**config.mk**
```make
export PLATFORM = sky130hd
export DESIGN_NAME = pipelined_cla_subtractor
export DESIGN_NICKNAME = d
export VERILOG_FILES = /design/src/rtl/pipelined_cla_subtractor.sv
export SDC_FILE = /design/constraint.sdc
export NUM_CORES = 1
export LEC_CHECK = 0
export BUFFER_PORTS_ARGS = -buffer_cell sky130_fd_sc_hd__buf_2
export CAP_MARGIN = 20
export CORE_MARGIN = 2
export CORE_UTILIZATION = 51
export DETAILED_ROUTE_END_ITERATION = 8
export GPL_TIMING_DRIVEN = 1
export PLACE_DENSITY = 0.78
export SLEW_MARGIN = 20
export SYNTH_ARGS = -nofsm -noshare
export SYNTH_HDL_FRONTEND = slang
export SYNTH_SLANG_ARGS = --single-unit
```
**constraint.sdc**
```tcl
create_clock -name clk -period 1.8 [get_ports clk]
set_clock_uncertainty 0.15 [all_clocks]
set_input_delay 0 -clock clk [delete_from_list [all_inputs] [get_ports clk]]
set_output_delay 0 -clock clk [all_outputs]
set_load 0.005 [all_outputs]
```
**src/rtl/pipelined_cla_subtractor.sv**
```systemverilog
// Two-stage 8-bit subtractor d = a - b - bin on a valid/ready stream.
// Stage 1 resolves the low 4-bit lookahead group; stage 2 resolves the high group and the flags.
module pipelined_cla_subtractor (
    input  logic       clk,
    input  logic       rst,
    input  logic       in_valid,
    output logic       in_ready,
    input  logic [7:0] a,
    input  logic [7:0] b,
    input  logic       bin,
    output logic       out_valid,
    input  logic       out_ready,
    output logic [7:0] d,
    output logic       bout,
    output logic       ovf
);

    // Full lookahead for one 4-bit group: c[0] is the group carry-in and c[4] the carry-out.
    function automatic logic [4:0] cla_carries(input logic [3:0] g, input logic [3:0] p, input logic c0);
        logic [4:0] c;
        c[0] = c0;
        c[1] = g[0] | (p[0] & c0);
        c[2] = g[1] | (p[1] & g[0]) | (p[1] & p[0] & c0);
        c[3] = g[2] | (p[2] & g[1]) | (p[2] & p[1] & g[0]) | (p[2] & p[1] & p[0] & c0);
        c[4] = g[3] | (p[3] & g[2]) | (p[3] & p[2] & g[1]) | (p[3] & p[2] & p[1] & g[0])
             | (p[3] & p[2] & p[1] & p[0] & c0);
        return c;
    endfunction

    logic [3:0] s1_d_lo_reg;
    logic       s1_c4_reg;
    logic [3:0] s1_a_hi_reg;
    logic [3:0] s1_b_hi_reg;
    logic       s1_valid_reg;

    logic [7:0] d_reg;
    logic       bout_reg;
    logic       ovf_reg;
    logic       s2_valid_reg;

    logic [3:0] g_lo, p_lo, g_hi, p_hi;
    logic [4:0] c_lo, c_hi;
    logic [3:0] sum_lo, sum_hi;
    logic       s2_free, s1_adv, in_fire;
    logic       s1_valid_next, s2_valid_next;

    // Subtraction as a + ~b + ~bin: generate/propagate use the inverted subtrahend.
    genvar gi;
    generate
        for (gi = 0; gi < 4; gi++) begin : g_gp
            assign g_lo[gi] = a[gi] & ~b[gi];
            assign p_lo[gi] = a[gi] ^ ~b[gi];
            assign g_hi[gi] = s1_a_hi_reg[gi] & ~s1_b_hi_reg[gi];
            assign p_hi[gi] = s1_a_hi_reg[gi] ^ ~s1_b_hi_reg[gi];
        end
    endgenerate

    assign c_lo   = cla_carries(g_lo, p_lo, ~bin);
    assign sum_lo = p_lo ^ c_lo[3:0];
    assign c_hi   = cla_carries(g_hi, p_hi, s1_c4_reg);
    assign sum_hi = p_hi ^ c_hi[3:0];

    assign s2_free  = !s2_valid_reg || out_ready;
    assign s1_adv   = s1_valid_reg && s2_free;
    assign in_ready = !rst && (!s1_valid_reg || s2_free);
    assign in_fire  = in_valid && in_ready;

    always_comb begin
        s1_valid_next = s1_valid_reg;
        if (in_fire)
            s1_valid_next = 1'b1;
        else if (s1_adv)
            s1_valid_next = 1'b0;

        s2_valid_next = s2_valid_reg;
        if (s1_adv)
            s2_valid_next = 1'b1;
        else if (out_ready)
            s2_valid_next = 1'b0;
    end

    always_ff @(posedge clk) begin
        if (rst) begin
            s1_valid_reg <= 1'b0;
            s1_d_lo_reg  <= 4'h0;
            s1_c4_reg    <= 1'b0;
            s1_a_hi_reg  <= 4'h0;
            s1_b_hi_reg  <= 4'h0;
            s2_valid_reg <= 1'b0;
            d_reg        <= 8'h00;
            bout_reg     <= 1'b0;
            ovf_reg      <= 1'b0;
        end else begin
            s1_valid_reg <= s1_valid_next;
            s2_valid_reg <= s2_valid_next;
            if (in_fire) begin
                s1_d_lo_reg <= sum_lo;
                s1_c4_reg   <= c_lo[4];
                s1_a_hi_reg <= a[7:4];
                s1_b_hi_reg <= b[7:4];
            end
            // Output registers only change on advance, so a stalled result stays bit-stable.
            if (s1_adv) begin
                d_reg    <= {sum_hi, s1_d_lo_reg};
                bout_reg <= ~c_hi[4];
                ovf_reg  <= c_hi[4] ^ c_hi[3];
            end
        end
    end

    assign out_valid = s2_valid_reg;
    assign d         = d_reg;
    assign bout      = bout_reg;
    assign ovf       = ovf_reg;

endmodule

```
==> results.ini, run 1 <==
[hold_path]
whs_endpoint=s1_d_lo_reg[2]
hp-class=in2reg
hold_path_depth=5
worstHoldStart=b[2]

[floorplan]
die_y_microns=53.7
dieArea_sq_um=2880
start_util=0.522
io_pins=33
fp-row-count=18
die_x_microns=53.7
core_area_sq_um=2410

[layout]
nFillCells=201
final_nets=225
largest_reg_flops=8
drive_above_1_share=0.264
syn2layout_area_growth_pct=33.3
diodes=0
regArea_sq_um=502
multi_input_area_sq_um=686

[logic_synthesis]
synth_top_cell_area_share=0.398
seq_area_frac_synth=0.398
synth.avg_cell_area_sq_um=8.86
yosysMostFrequentCell=nand2_1
synth_edf_count=0
yosys_warnings=0
synth_top_cell_by_area=dfxtp_1
synthFlopType=dfxtp_1
synthTopCellsByArea=dfxtp_1 40%, ha_1 8.0%, nand2_1 7.8%
syn_area_sq_um=1260
ys_types=38
synth-seq-cells=25
synthCells=142
synth_nets=173
synthTopCellsByCount=26 x nand2_1, 25 x dfxtp_1, 11 x inv_1
synth-async-reset-ratio=0

[global_routing]
grt_overflow=0
antenna_found_initial=0
grt_pass1_wl_microns=4190
grt_pass1_vias=1074
grt_max_degree=23
grt_util_all_layers=0.195

[sta]
setup_viol=0
maxSlewViolCount=0
max_freq_ghz=0.572
rsz0062_at_grt=false
tightest_slew_ps=542
min_period_ps=1750
hold_viol=1
slew_headroom=0.639
setup_ws_ps=51.7
fin_hold_ws_ps=-4.50
finalSetupTns_ps=0
fin_crit_sh=0.971

[run]
cap_violations=0

[routing]
viasPerCell=5.21
wl_per_cell_microns=11.7
drt_iter0_markers=17
via_count=1162
drcViolationCount=0
wirelength_microns=2610
antenna_left=0
drtPass1Iterations=4

[placed_design]
preCtsSetupSlack_ps=2.12
io_buffers=32
hpwl_microns=1900
gp_congestion=0.749

[clocking]
cts_buffers=3
clock_latency_ps=330
clock_sinks=25
root_buffer=clkbuf_4
clk_pin_slew_worst_paths_ps=140
htreeDepth=1
cts_buffer_depth=2
cts_tree=yes

[power_and_ir_drop]
leakage_nw=0.730
ir_drop_mv=0.493
power_density_nw_per_um2=700

[worst_setup_path]
end_kind=flop
cp.required_ps=1890
timing.rr.end=ovf
r2r-start=s1_b_hi_reg[1]
crit_start=s1_b_hi_reg[1]
worstSetupPathType=reg2reg
worstPathMaxFanout=6
arrival_ps=1840
rr_worst_depth=6
rrSetupSlack_ps=50
startpoint_type=flop

[status]
violations=hold timing
status=finished with violations

-- layer usage --
metal / GRT usage / up-vias / share of wire
li1: - / 593 / -
met1: 0.210 / 539 / 0.41
met2: 0.388 / 28 / 0.54
met3: 0.0250 / 2 / 0.041
met4: 0.0513 / 0 / 0.0080
met5: 0 / - / 0
-- worst max path at each step --
| stage | end | depth (start not counted) | slack, ps |
|---|---|---|---|
| 2_1_floorplan | ovf | 6 | 160 |
| 3_3_place_gp | ovf | 6 | 120 |
| 3_5_place_dp | ovf | 6 | 2 |
| 4_1_cts | ovf | 6 | 20 |
| 5_1_grt | ovf | 6 | 6 |
| 6_report | ovf | 6 | 50 |
-- power by group --
part	switching [mW]	total (mW)	internal [mW]
registers	0.0266	0.624	0.597
clock network	0.176	0.261	0.0851
logic	0.137	0.290	0.153
total	0.340	1.18	0.836
-- metrics by stage --
step,util,hold WS (ps),instance area [sq um],std cells,power [mW]
after floorplan,-,-41.5,1260,142,0.799
after global placement,0.602,44.0,1450,202,0.868
after detailed placement,0.602,54.6,1450,202,0.882
after CTS,0.691,2.02,1660,224,1.17
after global routing,0.696,44.6,1680,223,1.24
final,0.696,-4.50,1680,223,1.18
-- critical path, stage by stage (launching register included) --
cell and delay [ps]:
dfxtp_1 330, inv_1 50, ha_1 320, o21ai_1 190, nor2_2 110, o221a_2 260
nor4_2 260
-- what timing repair did --
action / in CTS / in global routing
resized for setup: 1 / 5
pin swaps: 1 / 2
hold buffers: 18 / 0
hold endpoints to repair: 22 / 0
setup endpoints to repair: 1 / 4
buffers inserted: 0 / 0
-- kinds of logic (layout without fill, tap and decap cells) --
logic type,Yosys count,after routing,share of synthesized area
AOI/OAI and AO/OA,35,35,0.185
and+or+nand+nor,52,52,0.219
buffers and inverters,18,69,0.0736
adders and majority gates,10,10,0.111
DFF,25,25,0.398
xor gates and xnor gates,2,2,0.0139
-- final cells by class --
class,count,area share
multi-input combinational,99,0.409
sequential,25,0.299
timing repair buffer,53,0.225
inverter,12,0.0268
tap,30,0.0224
clock buffer,3,0.0134
clock inverter,1,0.00447
-- layout by cell type, fill, tap and decap left out, types with 2 or more instances in the layout --
cell type / Yosys / final
or3_1: 2 / 2
a21oi_1: 8 / 8
o21ai_1: 1 / 2
nor3_1: 2 / 2
a211oi_1: 3 / 2
dfxtp_1: 25 / 24
nor2_1: 8 / 7
fa_1: 2 / 2
nand3b_1: 2 / 2
a211oi_2: 1 / 2
o21ai_0: 8 / 7
nand2b_1: 2 / 2
inv_1: 11 / 10
o21a_1: 2 / 2
o31ai_1: 4 / 4
nand2_1: 26 / 26
ha_1: 8 / 7
dlygate4sd3_1: 0 / 18
xnor2_1: 2 / 2
nor3b_1: 2 / 2
buf_4: 0 / 3
clkbuf_4: 0 / 3
a31oi_1: 2 / 2
buf_2: 2 / 31
No activity file was read; power rests on OpenSTA's default activity.
==> run 2, diff against run 1 <==
==> constraint.sdc (replaced) <==
create_clock -name clk -period 1.8 [get_ports clk]
set_clock_uncertainty 0.15 [all_clocks]
set_input_delay 0.18 -clock clk [delete_from_list [all_inputs] [get_ports clk]]
set_output_delay 0.18 -clock clk [all_outputs]
set_load 0.005 [all_outputs]
==> results.ini, run 2 (synthesis gave the netlist of run 1 again) <==
[status]
status=finished, final reports clean

[floorplan]
start_util=0.522
die_y_microns=53.7
fp-row-count=18
core_area_sq_um=2410
dieArea_sq_um=2880
die_x_microns=53.7
io_pins=33

[power_and_ir_drop]
p_int_mw=0.816
ir_drop_mv=0.506
switching_share=0.285
p_comb_frac=0.238
power_density_nw_per_um2=732
p_clk_frac=0.217
seqPwrFrac=0.544
leakage_nw=0.689
switchingPower_mw=0.325

[placed_design]
preCtsSetupSlack_ps=28.5
gp_congestion=0.742
hpwl_microns=2050
io_buffers=32

[run]
cap_violations=0

[sta]
tightest_slew_ps=465
rsz0062_at_grt=false
setup_viol=0
hold_viol=0
min_period_ps=1750
fin_hold_ws_ps=52.4
max_freq_ghz=0.571
fin_crit_sh=0.972
slew_headroom=0.686
maxSlewViolCount=0
setup_ws_ps=49.7
finalSetupTns_ps=0

[worst_setup_path]
r2r-start=s1_b_hi_reg[1]
cp.required_ps=1830
rr_worst_depth=5
arrival_ps=1780
worstSetupPathType=reg2reg
timing.rr.end=d[7]
rrSetupSlack_ps=50
end_kind=flop
worstPathMaxFanout=6
startpoint_type=flop

[routing]
wl_per_cell_microns=13.0
wl_met1_microns=1090
drcViolationCount=0
top_layer=met4
drtPass1Iterations=4
viasPerCell=5.19
via_count=1116
drt_iter0_markers=24
antenna_left=0
wl_met2_microns=1470
routed-wl-met3_microns=131
wirelength_microns=2790

[global_routing]
grt_overflow=0
grt_pass1_wl_microns=4470
antenna_found_initial=0
grt_pass1_vias=1068
grt_max_degree=15
grt_util_all_layers=0.217

[clocking]
clock_latency_ps=320
cts_buffer_depth=2
clock_sinks=25
cts_buffers=3
root_buffer=clkbuf_4
htreeDepth=1
cts_tree=yes
clk_pin_slew_worst_paths_ps=140
postCtsSetupBuffers=0

[layout]
final_nets=217
syn2layout_area_growth_pct=23.8
final_cell_mix=32 x buf_2, 26 x nand2_1, 25 x dfxtp_1
nFillCells=208
diodes=0
largest_reg_flops=8
final_common_cell=buf_2
drive_above_1_share=0.254

[hold_path]
hp-class=in2reg
whs_endpoint=out_valid
hold_path_depth=3
worstHoldStart=out_ready

-- run 2: per-stage QoR --
step                cell area (sq um)  utilization  total power, mW  cells
global route                     1560        0.646             1.20    215
CTS                              1560        0.645             1.14    215
finish                           1560        0.646             1.14    215
global placement                 1440        0.597            0.866    202
detailed placement               1440        0.597            0.884    202
floorplan                        1260            -            0.799    142
-- run 2: layout make-up --
cell class | count | area [sq um] | share of cell area
inverters | 12 | 45.0 | 0.0289
repair buffers | 45 | 280 | 0.180
flip-flops and latches | 25 | 500 | 0.321
well taps | 30 | 37.5 | 0.0241
clock buffers | 4 | 26.3 | 0.0169
multi-input cells | 99 | 668 | 0.429
-- run 2: power groups by stage --
stage / Combinational [mW] / Sequential, mW / Clock [mW]
after floorplan: 0.168 / 0.631 / 0
after CTS: 0.267 / 0.621 / 0.249
after detailed placement: 0.251 / 0.633 / 0
after global routing: 0.308 / 0.625 / 0.265
final: 0.272 / 0.621 / 0.248
after global placement: 0.235 / 0.630 / 0
-- run 2: routing by layer --
layer,vias up,GRT usage
met5,-,0
met4,0,0.124
met3,11,0.0361
met2,40,0.400
met1,492,0.229
li1,573,-
-- run 2: how the worst max path moves through the flow --
stage                   start             end  slack (ps)  cells after the start
2_1_floorplan  s1_b_hi_reg[0]             ovf         160                      6
3_3_place_gp             b[0]  s1_d_lo_reg[3]          90                      7
3_5_place_dp             b[0]  s1_d_lo_reg[3]          30                      7
4_1_cts        s1_b_hi_reg[1]            d[7]          30                      5
5_1_grt        s1_b_hi_reg[0]             ovf           5                      6
6_report       s1_b_hi_reg[1]            d[7]          50                      5
-- run 2: worst max-delay path: stages (launching register included) --
cell and delay (ps):
dfxtp_1 340, inv_1 50, ha_1 330, o21ai_1 200
nor2_2 90, o311ai_0 460
-- run 2: timing repair --
| action | 4_1_cts | 5_1_grt |
|---|---|---|
| endpoints found under the setup margin | 0 | 4 |
| hold buffers | 9 | 0 |
| gates resized for setup | 0 | 2 |
| hold endpoints to repair | 9 | 0 |
